<file path="src/rtl/mult_div_unit_pkg.sv">
// Shared definitions for the multicycle multiply/divide unit:
// op encodings, FSM state enum and the iteration count.
package mult_div_unit_pkg;

    localparam int ITERATIONS = 32;

    localparam logic OP_MULT = 1'b0;
    localparam logic OP_DIV  = 1'b1;

    typedef enum logic [1:0] {
        IDLE,
        RUN,
        FINISH
    } state_t;

endpackage

</file>
<file path="src/rtl/mult_div_unit_sign_fix.sv">
// md_sign_fix: combinational conditional two's-complement negate.
// Ports: value (operand), negate (1 = negate), result.
module md_sign_fix #(
    parameter int WIDTH = 32
) (
    input  logic [WIDTH-1:0] value,
    input  logic             negate,
    output logic [WIDTH-1:0] result
);

    assign result = negate ? (~value + WIDTH'(1)) : value;

endmodule

</file>
<file path="src/rtl/mult_div_unit.sv">
// mult_div_unit: multicycle signed mult (radix-2 Booth) / div (restoring).
// Ports: clk, reset (sync, active-high), start, op (0 mult, 1 div), a_in,
//   b_in; busy, done, div_zero, hi_out, lo_out.
// Optional macro MULTDIV_UNSIGNED_EN adds input is_unsigned (multu/divu).
module mult_div_unit
    import mult_div_unit_pkg::*;
#(
    parameter int WIDTH = ITERATIONS
) (
    input  logic             clk,
    input  logic             reset,
    input  logic             start,
    input  logic             op,
`ifdef MULTDIV_UNSIGNED_EN
    input  logic             is_unsigned,
`endif
    input  logic [WIDTH-1:0] a_in,
    input  logic [WIDTH-1:0] b_in,
    output logic             busy,
    output logic             done,
    output logic             div_zero,
    output logic [WIDTH-1:0] hi_out,
    output logic [WIDTH-1:0] lo_out
);

    localparam int CW = $clog2(WIDTH);

    state_t         state;
    logic [CW-1:0]  cnt;
    // acc: Booth accumulator / partial remainder (one guard bit)
    logic [WIDTH:0] acc;
    // m: multiplicand (sign/zero-extended) or divisor magnitude
    logic [WIDTH:0] m;
    // q: multiplier shifting out / dividend shifting into quotient
    logic [WIDTH-1:0] q;
    logic           q_1;
    logic           op_r;
    logic           sgn_r;
    logic           neg_a;
    logic           neg_b;
    logic           dz_r;

    logic           sgn;
    logic           sa;
    logic           sb;
    logic [WIDTH-1:0] mag_a;
    logic [WIDTH-1:0] mag_b;
    logic [WIDTH-1:0] quo;
    logic [WIDTH-1:0] rem;

    logic [WIDTH:0] booth_sum;
    logic [WIDTH:0] r_sh;
    logic [WIDTH:0] diff;
    logic [WIDTH:0] acc_nx;
    logic [WIDTH-1:0] q_nx;
    logic           q1_nx;

`ifdef MULTDIV_UNSIGNED_EN
    assign sgn = ~is_unsigned;
`else
    assign sgn = 1'b1;
`endif

    assign sa   = sgn & a_in[WIDTH-1];
    assign sb   = sgn & b_in[WIDTH-1];
    assign busy = (state != IDLE);

    md_sign_fix #(.WIDTH(WIDTH)) u_abs_a (
        .value  (a_in),
        .negate (sa),
        .result (mag_a)
    );

    md_sign_fix #(.WIDTH(WIDTH)) u_abs_b (
        .value  (b_in),
        .negate (sb),
        .result (mag_b)
    );

    md_sign_fix #(.WIDTH(WIDTH)) u_fix_q (
        .value  (q),
        .negate (neg_a ^ neg_b),
        .result (quo)
    );

    md_sign_fix #(.WIDTH(WIDTH)) u_fix_r (
        .value  (acc[WIDTH-1:0]),
        .negate (neg_a),
        .result (rem)
    );

    // One iteration of the selected datapath.
    always_comb begin
        booth_sum = acc;
        acc_nx    = acc;
        q_nx      = q;
        q1_nx     = q_1;
        r_sh      = {acc[WIDTH-1:0], q[WIDTH-1]};
        diff      = r_sh - m;
        if (op_r == OP_DIV) begin
            // Keep the trial subtraction only when it did not borrow.
            if (!diff[WIDTH]) begin
                acc_nx = diff;
                q_nx   = {q[WIDTH-2:0], 1'b1};
            end else begin
                acc_nx = r_sh;
                q_nx   = {q[WIDTH-2:0], 1'b0};
            end
        end else if (sgn_r) begin
            unique case ({q[0], q_1})
                2'b01:   booth_sum = acc + m;
                2'b10:   booth_sum = acc - m;
                default: booth_sum = acc;
            endcase
            acc_nx = {booth_sum[WIDTH], booth_sum[WIDTH:1]};
            q_nx   = {booth_sum[0], q[WIDTH-1:1]};
            q1_nx  = q[0];
        end else begin
            // Unsigned: plain add-and-shift, carry lands in the guard bit.
            booth_sum = q[0] ? (acc + m) : acc;
            acc_nx    = {1'b0, booth_sum[WIDTH:1]};
            q_nx      = {booth_sum[0], q[WIDTH-1:1]};
            q1_nx     = 1'b0;
        end
    end

    always_ff @(posedge clk) begin
        if (reset) begin
            state    <= IDLE;
            cnt      <= '0;
            acc      <= '0;
            m        <= '0;
            q        <= '0;
            q_1      <= 1'b0;
            op_r     <= 1'b0;
            sgn_r    <= 1'b0;
            neg_a    <= 1'b0;
            neg_b    <= 1'b0;
            dz_r     <= 1'b0;
            done     <= 1'b0;
            div_zero <= 1'b0;
            hi_out   <= '0;
            lo_out   <= '0;
        end else begin
            unique case (state)
                IDLE: begin
                    done     <= 1'b0;
                    div_zero <= 1'b0;
                    if (start) begin
                        op_r  <= op;
                        sgn_r <= sgn;
                        neg_a <= sa;
                        neg_b <= sb;
                        cnt   <= '0;
                        acc   <= '0;
                        q_1   <= 1'b0;
                        if (op == OP_DIV) begin
                            q <= mag_a;
                            m <= {1'b0, mag_b};
                        end else begin
                            q <= b_in;
                            m <= {sa, a_in};
                        end
                        if (op == OP_DIV && b_in == '0) begin
                            dz_r  <= 1'b1;
                            state <= FINISH;
                        end else begin
                            dz_r  <= 1'b0;
                            state <= RUN;
                        end
                    end
                end
                RUN: begin
                    acc <= acc_nx;
                    q   <= q_nx;
                    q_1 <= q1_nx;
                    cnt <= cnt + 1'b1;
                    if (cnt == CW'(WIDTH - 1)) begin
                        state <= FINISH;
                    end
                end
                FINISH: begin
                    done     <= 1'b1;
                    div_zero <= dz_r;
                    state    <= IDLE;
                    if (!dz_r) begin
                        if (op_r == OP_DIV) begin
                            hi_out <= rem;
                            lo_out <= quo;
                        end else begin
                            hi_out <= acc[WIDTH-1:0];
                            lo_out <= q;
                        end
                    end
                end
                default: state <= IDLE;
            endcase
        end
    end

endmodule

</file>
<file path="config.mk">
export PLATFORM = sky130hd
export DESIGN_NAME = mult_div_unit
export DESIGN_NICKNAME = d
export VERILOG_FILES = /design/src/rtl/mult_div_unit_pkg.sv /design/src/rtl/mult_div_unit_sign_fix.sv /design/src/rtl/mult_div_unit.sv
export SDC_FILE = /design/constraint.sdc
export NUM_CORES = 1
export LEC_CHECK = 0
export CELL_PAD_IN_SITES_DETAIL_PLACEMENT = 1
export CELL_PAD_IN_SITES_GLOBAL_PLACEMENT = 1
export CORE_MARGIN = 10
export CORE_UTILIZATION = 48
export DETAILED_ROUTE_END_ITERATION = 6
export PLACE_DENSITY_LB_ADDON = 0.1
export SETUP_SLACK_MARGIN = 0.3
export SLEW_MARGIN = 20
export SYNTH_ARGS = -nofsm -noshare
export SYNTH_HDL_FRONTEND = slang
export SYNTH_SLANG_ARGS = --single-unit
</file>
<file path="constraint.sdc">
create_clock -name clk -period 5 [get_ports clk]
set_input_delay 1 -clock clk [delete_from_list [all_inputs] [get_ports clk]]
set_output_delay 1 -clock clk [all_outputs]
set_load 0.02 [all_outputs]
</file>
* Yosys cells after proc, flatten, opt, wreduce, memory -nomap -nowiden
Cells that the tools add are included.
W data, S select, Z words.
** Operators by class
- Add/subtract/negate cells :: 8
- Multipliers :: 0
- Divide/modulo/power cells :: 0
- Magnitude comparators :: 0
- Eq/ne operators :: 8
- Shift-type cells :: 0
- Mux-type cells :: 33
- Bitwise operators :: 6
- Reduce and logical (&&, ||, !) cells :: 11
** Operators with widths (count)
- $mux W32 :: 10
- $mux W33 :: 6
- $pmux W33 S2 :: 2
- $add A32 B1 Y32 const B :: 4
- $not A32 Y32 :: 4
- $sub A33 B33 Y33 :: 2
- $pmux W32 S2 :: 1
- $add A33 B33 Y33 :: 1
- $logic_not A32 Y1 :: 1
- $pmux W5 S2 :: 1
- $reduce_and A2 Y1 :: 4
- $mux W2 :: 3
- $ne A2 B2 Y1 const B :: 3
- $pmux W1 S2 :: 3
- $reduce_bool A2 Y1 :: 3
- $add A5 B1 Y5 const B :: 1
- $eq A5 B5 Y1 const B :: 1
- $mux W1 :: 5
- $mux W5 :: 1
- $eq A2 B1 Y1 const B :: 2
- $eq A2 B2 Y1 const B :: 2
- $pmux W2 S2 :: 1
- $reduce_and A3 Y1 :: 1
- $logic_not A2 Y1 :: 1
- 3 further kinds :: 3
** Storage, ports and cells
- Bits in registers :: 177
- Latch bits :: 0
- Memory bits (writable) :: 0
- Memory bits (read-only) :: 0
- Bits of input ports :: 68
- Word-level logic and storage cells :: 81
- Memories :: 0

* Logic depth before layout (Yosys ltp)
- Word-level depth :: 6
- Depth in mapped cells :: 16
- Mapped depth without buffers :: 14

* Cells and area by module
Synthesis repeated with hierarchy kept, for this count alone.
** Unflattened totals
- Cell total of the unflattened synthesis :: 2412
- Area total of the unflattened synthesis :: 18208.7 um^2
** Modules (own cells, without submodules)
- mult_div_unit :: times used 1, cells each 2016, area each 15100.7 um^2, sequential area each 3543.4 um^2
- md_sign_fix :: times used 4, cells each 99, area each 777.0 um^2, sequential area each 0.0 um^2

* Worst setup path after synthesis
OpenSTA, ideal clock, no wires.
- Path type :: input -> register
- From :: in a_in[10]
- To :: reg q[28]
- Library setup time :: 86 ps
- Arrival time :: 3217 ps
- Required time :: 4914 ps
- Setup slack :: 1697 ps
- Cell stages on the path :: 10
- Cell sequence :: nor4_1 nand4b_1 or4_4 nand2b_4 or4_4 o31ai_4 xor2_1 a21oi_1 a211oi_2 a211oi_1
** On the way
- Cells in the longest elaborated chain, start to end :: 6
** Ends and longest elaborated chain
- from (decl) :: RTL line mult_div_unit.sv:17 : input logic [WIDTH-1:0] a_in,
- $not A32 Y32 :: RTL line mult_div_unit_sign_fix.sv:11 : assign result = negate ? (~value + WIDTH'(1)) : value;
- $add A32 B1 Y32 :: RTL line mult_div_unit_sign_fix.sv:11
- $mux W32 :: RTL line mult_div_unit_sign_fix.sv:11
- $mux W32 :: RTL line mult_div_unit.sv:157 : if (op == OP_DIV) begin
- $mux W32 :: RTL line mult_div_unit.sv:149 : if (start) begin
- $pmux W32 S2 :: RTL line mult_div_unit.sv:145 : unique case (state)
- to (signal assigned) :: RTL line mult_div_unit.sv:158 : q <= mag_a;
- to (signal assigned) :: RTL line mult_div_unit.sv:161 : q <= b_in;
- to (signal assigned) :: RTL line mult_div_unit.sv:175 : q <= q_nx;
- to (decl) :: RTL line mult_div_unit.sv:35 : logic [WIDTH-1:0] q;
No other way between the ends. The select of a mux whose other input is x is not followed.
A chain may end at the register's enable or synchronous reset.

* Worst setup path in the final report
- From :: reg m[0]
- To :: reg acc[11]
** On the way
- Cells in the longest elaborated chain, start to end :: 5
- Elaborated cells between the ends (all ways) :: 9
** Ends and longest elaborated chain
- from (decl) :: RTL line mult_div_unit.sv:33 : logic [WIDTH:0] m;
- from (signal assigned) :: RTL line mult_div_unit.sv:159 : m <= {1'b0, mag_b};
- from (signal assigned) :: RTL line mult_div_unit.sv:162 : m <= {sa, a_in};
- $sub A33 B33 Y33 / $add A33 B33 Y33 (equally long branches) :: RTL line mult_div_unit.sv:112, mult_div_unit.sv:111, mult_div_unit.sv:120
- $pmux W33 S2 / $mux W33 (equally long branches) :: RTL line mult_div_unit.sv:110, mult_div_unit.sv:120
- $mux W33 :: RTL line mult_div_unit.sv:109 : end else if (sgn_r) begin
- $mux W33 * :: RTL line mult_div_unit.sv:100 : if (op_r == OP_DIV) begin
- $pmux W33 S2 * :: RTL line mult_div_unit.sv:145
- to (signal assigned) :: RTL line mult_div_unit.sv:174 : acc <= acc_nx;
- to (decl) :: RTL line mult_div_unit.sv:31 : logic [WIDTH:0] acc;
Mark *: on every way between the ends. The rest lies on a longest branch, timed or not.

==> reports/qor.yml <==
rows: 68
die_area_sq_mm: 0.0430
synth_area_sq_mm: 0.0168
cts_hold_repair.buffers: 0
antenna_found_initial: 2
p_switching_w: 0.00221
worstPathRequired_ns: 5.34
hold_start: "hi_out[27]"
wirelength_um: 72500
cap_violations: 0
critPathKind: "reg2reg"
most-common-layout-cells: "233 x nor2_1, 231 x a21oi_1, 213 x nand2_1"
yosysSeqAreaShare: 0.210
path_max_fanout: 21
period_minus_slack_ns: 3.99
fin_skew_ns: 0.0168
diodes: 0
vias_per_cell: 6.63
area_growth_pct: 12.6
cts.sinks: 177
synth_cells: 2296
post-route-util: 0.548
finalMaxSlewViolations: 0
r2r_start: "m[0]"
cts_tree: "built"
swShare: 0.427
power_w: 0.00518
async_reset_ff_frac: 0
min_period_over_period: 0.797
grt_pass1_wl_um: 110000
grt_max_degree: 109
ys_ff_latch: 177
cp.arrival_ns: 4.33
max-vdd-ir-drop_v: 0.000266
ant_nets: 0
yosys_warnings: 0
run_status: "finished clean"
syn_area_per_cell_sq_um: 7.34
place_hpwl_um: 55700
crit_path_start: "m[0]"
drtIter0Drc: 1713
ys_types: 89
leakage_nw: 7.22
port_buffers: 134
io_pins: 135
dp.cells: 2768
cts_max_path_buffers: 2
synth_edf_count: 0
final_layout_size_suffix_gt1_frac: 0.0520
finalHoldViolCount: 0
rsz0062_at_grt: "false"
wl_per_cell_um: 25.9
tightest_slew_ns: 1.06
crit_path_end_kind: "flop"
synth_fp_nets: 2471
fin_cells: 2800
cts_setup_buffers: 0
vias: 18556
wl_met2_um: 32800
htree_levels: 4
clkPwrFrac: 0.269
die_h_um: 207
clkLatencyLatePin_ns: 0.46
cts_resized: 0
grt_pass1_vias: 18293
final_common_cell: "nor2_1"
pwr-share-seq: 0.313
fmax_ghz: 0.251
clk_pin_slew_ns: 0.08
cts-root-buf: "clkbuf_16"
grt.total_usage: 0.319
gp_congestion: 1.06
highest_layer: "met5"
hold_path_class: "reg2reg"
start_util: 0.486
cts_buffers: 17
route.detailed.drc: 0
fin_setup_tns_ns: 0
slowest_stage: "a211oi_4"
met1_length_um: 30700
combPwrFrac: 0.418
p_per_area_mw_per_mm2: 273
grt.overflow.total: 0
setup_violations: 0
slowest_delay_ns: 0.49
crit_chain: "ha_1 > inv_1 > fa_1 > a211oi_1 > nor3_1 > o21a_1 > o2111ai_1 > a21oi_1 > a211oi_4 > buf_4 > mux2i_1 > nand2_1 > a32o_1"
dr.pass1.iters: 5
ys.flop_type: "dfxtp_1"
fin_nets: 2507
relSlewSlack: 0.294
cp-start-kind: "flop"
fp.dieW_um: 207
wl_met3_um: 6110
coreArea_sq_mm: 0.0346
intPower_w: 0.00297
==> cells in the mapped netlist (27+ instances only) <==
cell type	n	share of area
nor2_1	234	0.052
o31ai_1	33	0.015
nand2_1	214	0.048
xnor2_1	73	0.038
inv_1	96	0.021
dfxtp_1	177	0.21
o21ai_0	146	0.043
xor2_1	104	0.054
mux2i_1	50	0.030
nand3_1	29	0.0086
a21oi_1	232	0.069
a21o_1	34	0.015
nand2b_1	27	0.010
clkbuf_1	120	0.027
o211ai_1	52	0.023
ha_1	104	0.077
a211oi_1	125	0.056
nor3_1	40	0.012
==> final timing paths <==
check	end	slack [ns]	cells past startpoint
setup reg to reg	acc[11]	1.01	13
hold / removal	hi_out[27]	0.45	2
hold reg to reg	hi_out[27]	0.45	2
setup / recovery	acc[11]	1.01	13
==> layout make-up <==
cell class	instances	area (sq um)
timing repair buffer	181	1690
clock buffer	19	443
tap	455	569
multi-input combinational	1857	12200
fill	4373	15700
inverter	98	368
sequential	177	3550
clock inverter	13	144
==> registers in the layout, summed over array words and instances (netlist names), 2 cells and up <==
name,flops
q,32
state,2
acc,33
cnt,5
hi_out,32
m,33
lo_out,32
==> through the flow <==
step	instance area (sq um)	hold WS, ns	setup slack [ns]
floorplan	16800	0.445	1.70
global placement	18400	0.440	0.890
detailed placement	18400	0.448	0.788
CTS	19000	0.456	1.06
global route	19000	0.479	0.796
finish	19000	0.452	1.01
==> layer usage <==
metal / up-vias / global-route usage
met5: - / 0
met4: 2 / 0.129
met3: 154 / 0.0561
met2: 822 / 0.507
met1: 9130 / 0.418
li1: 8448 / -
==> power by group through the flow <==
stage          clock network [W]  registers, W  logic, W
3_5_place_dp                   0       0.00165   0.00209
2_1_floorplan                  0       0.00157   0.00144
6_report                 0.00139       0.00162   0.00216
4_1_cts                  0.00140       0.00161   0.00211
3_3_place_gp                   0       0.00164   0.00203
5_1_grt                  0.00145       0.00163   0.00232
==> critical path, delay by kind of cell, from the launching register on <==
family                     cells  cell delay (ns)
AOI/OAI and AO/OA              6             1.87
adders and majority gates      2             0.62
buffers and inverters          2             0.46
DFF                            1             0.42
and+or+nand+nor                2             0.25
muxes                          1             0.23
==> logic make-up after synthesis <==
kind of cell	count (synthesis)	synth area share
muxes	52	0.0310
DFF	177	0.210
and+or+nand+nor	685	0.190
buffers and inverters	262	0.0671
AOI/OAI and AO/OA	836	0.329
xor gates and xnor gates	177	0.0920
adders and majority gates	107	0.0808
Note: power is estimated with default switching activity, not from simulation.
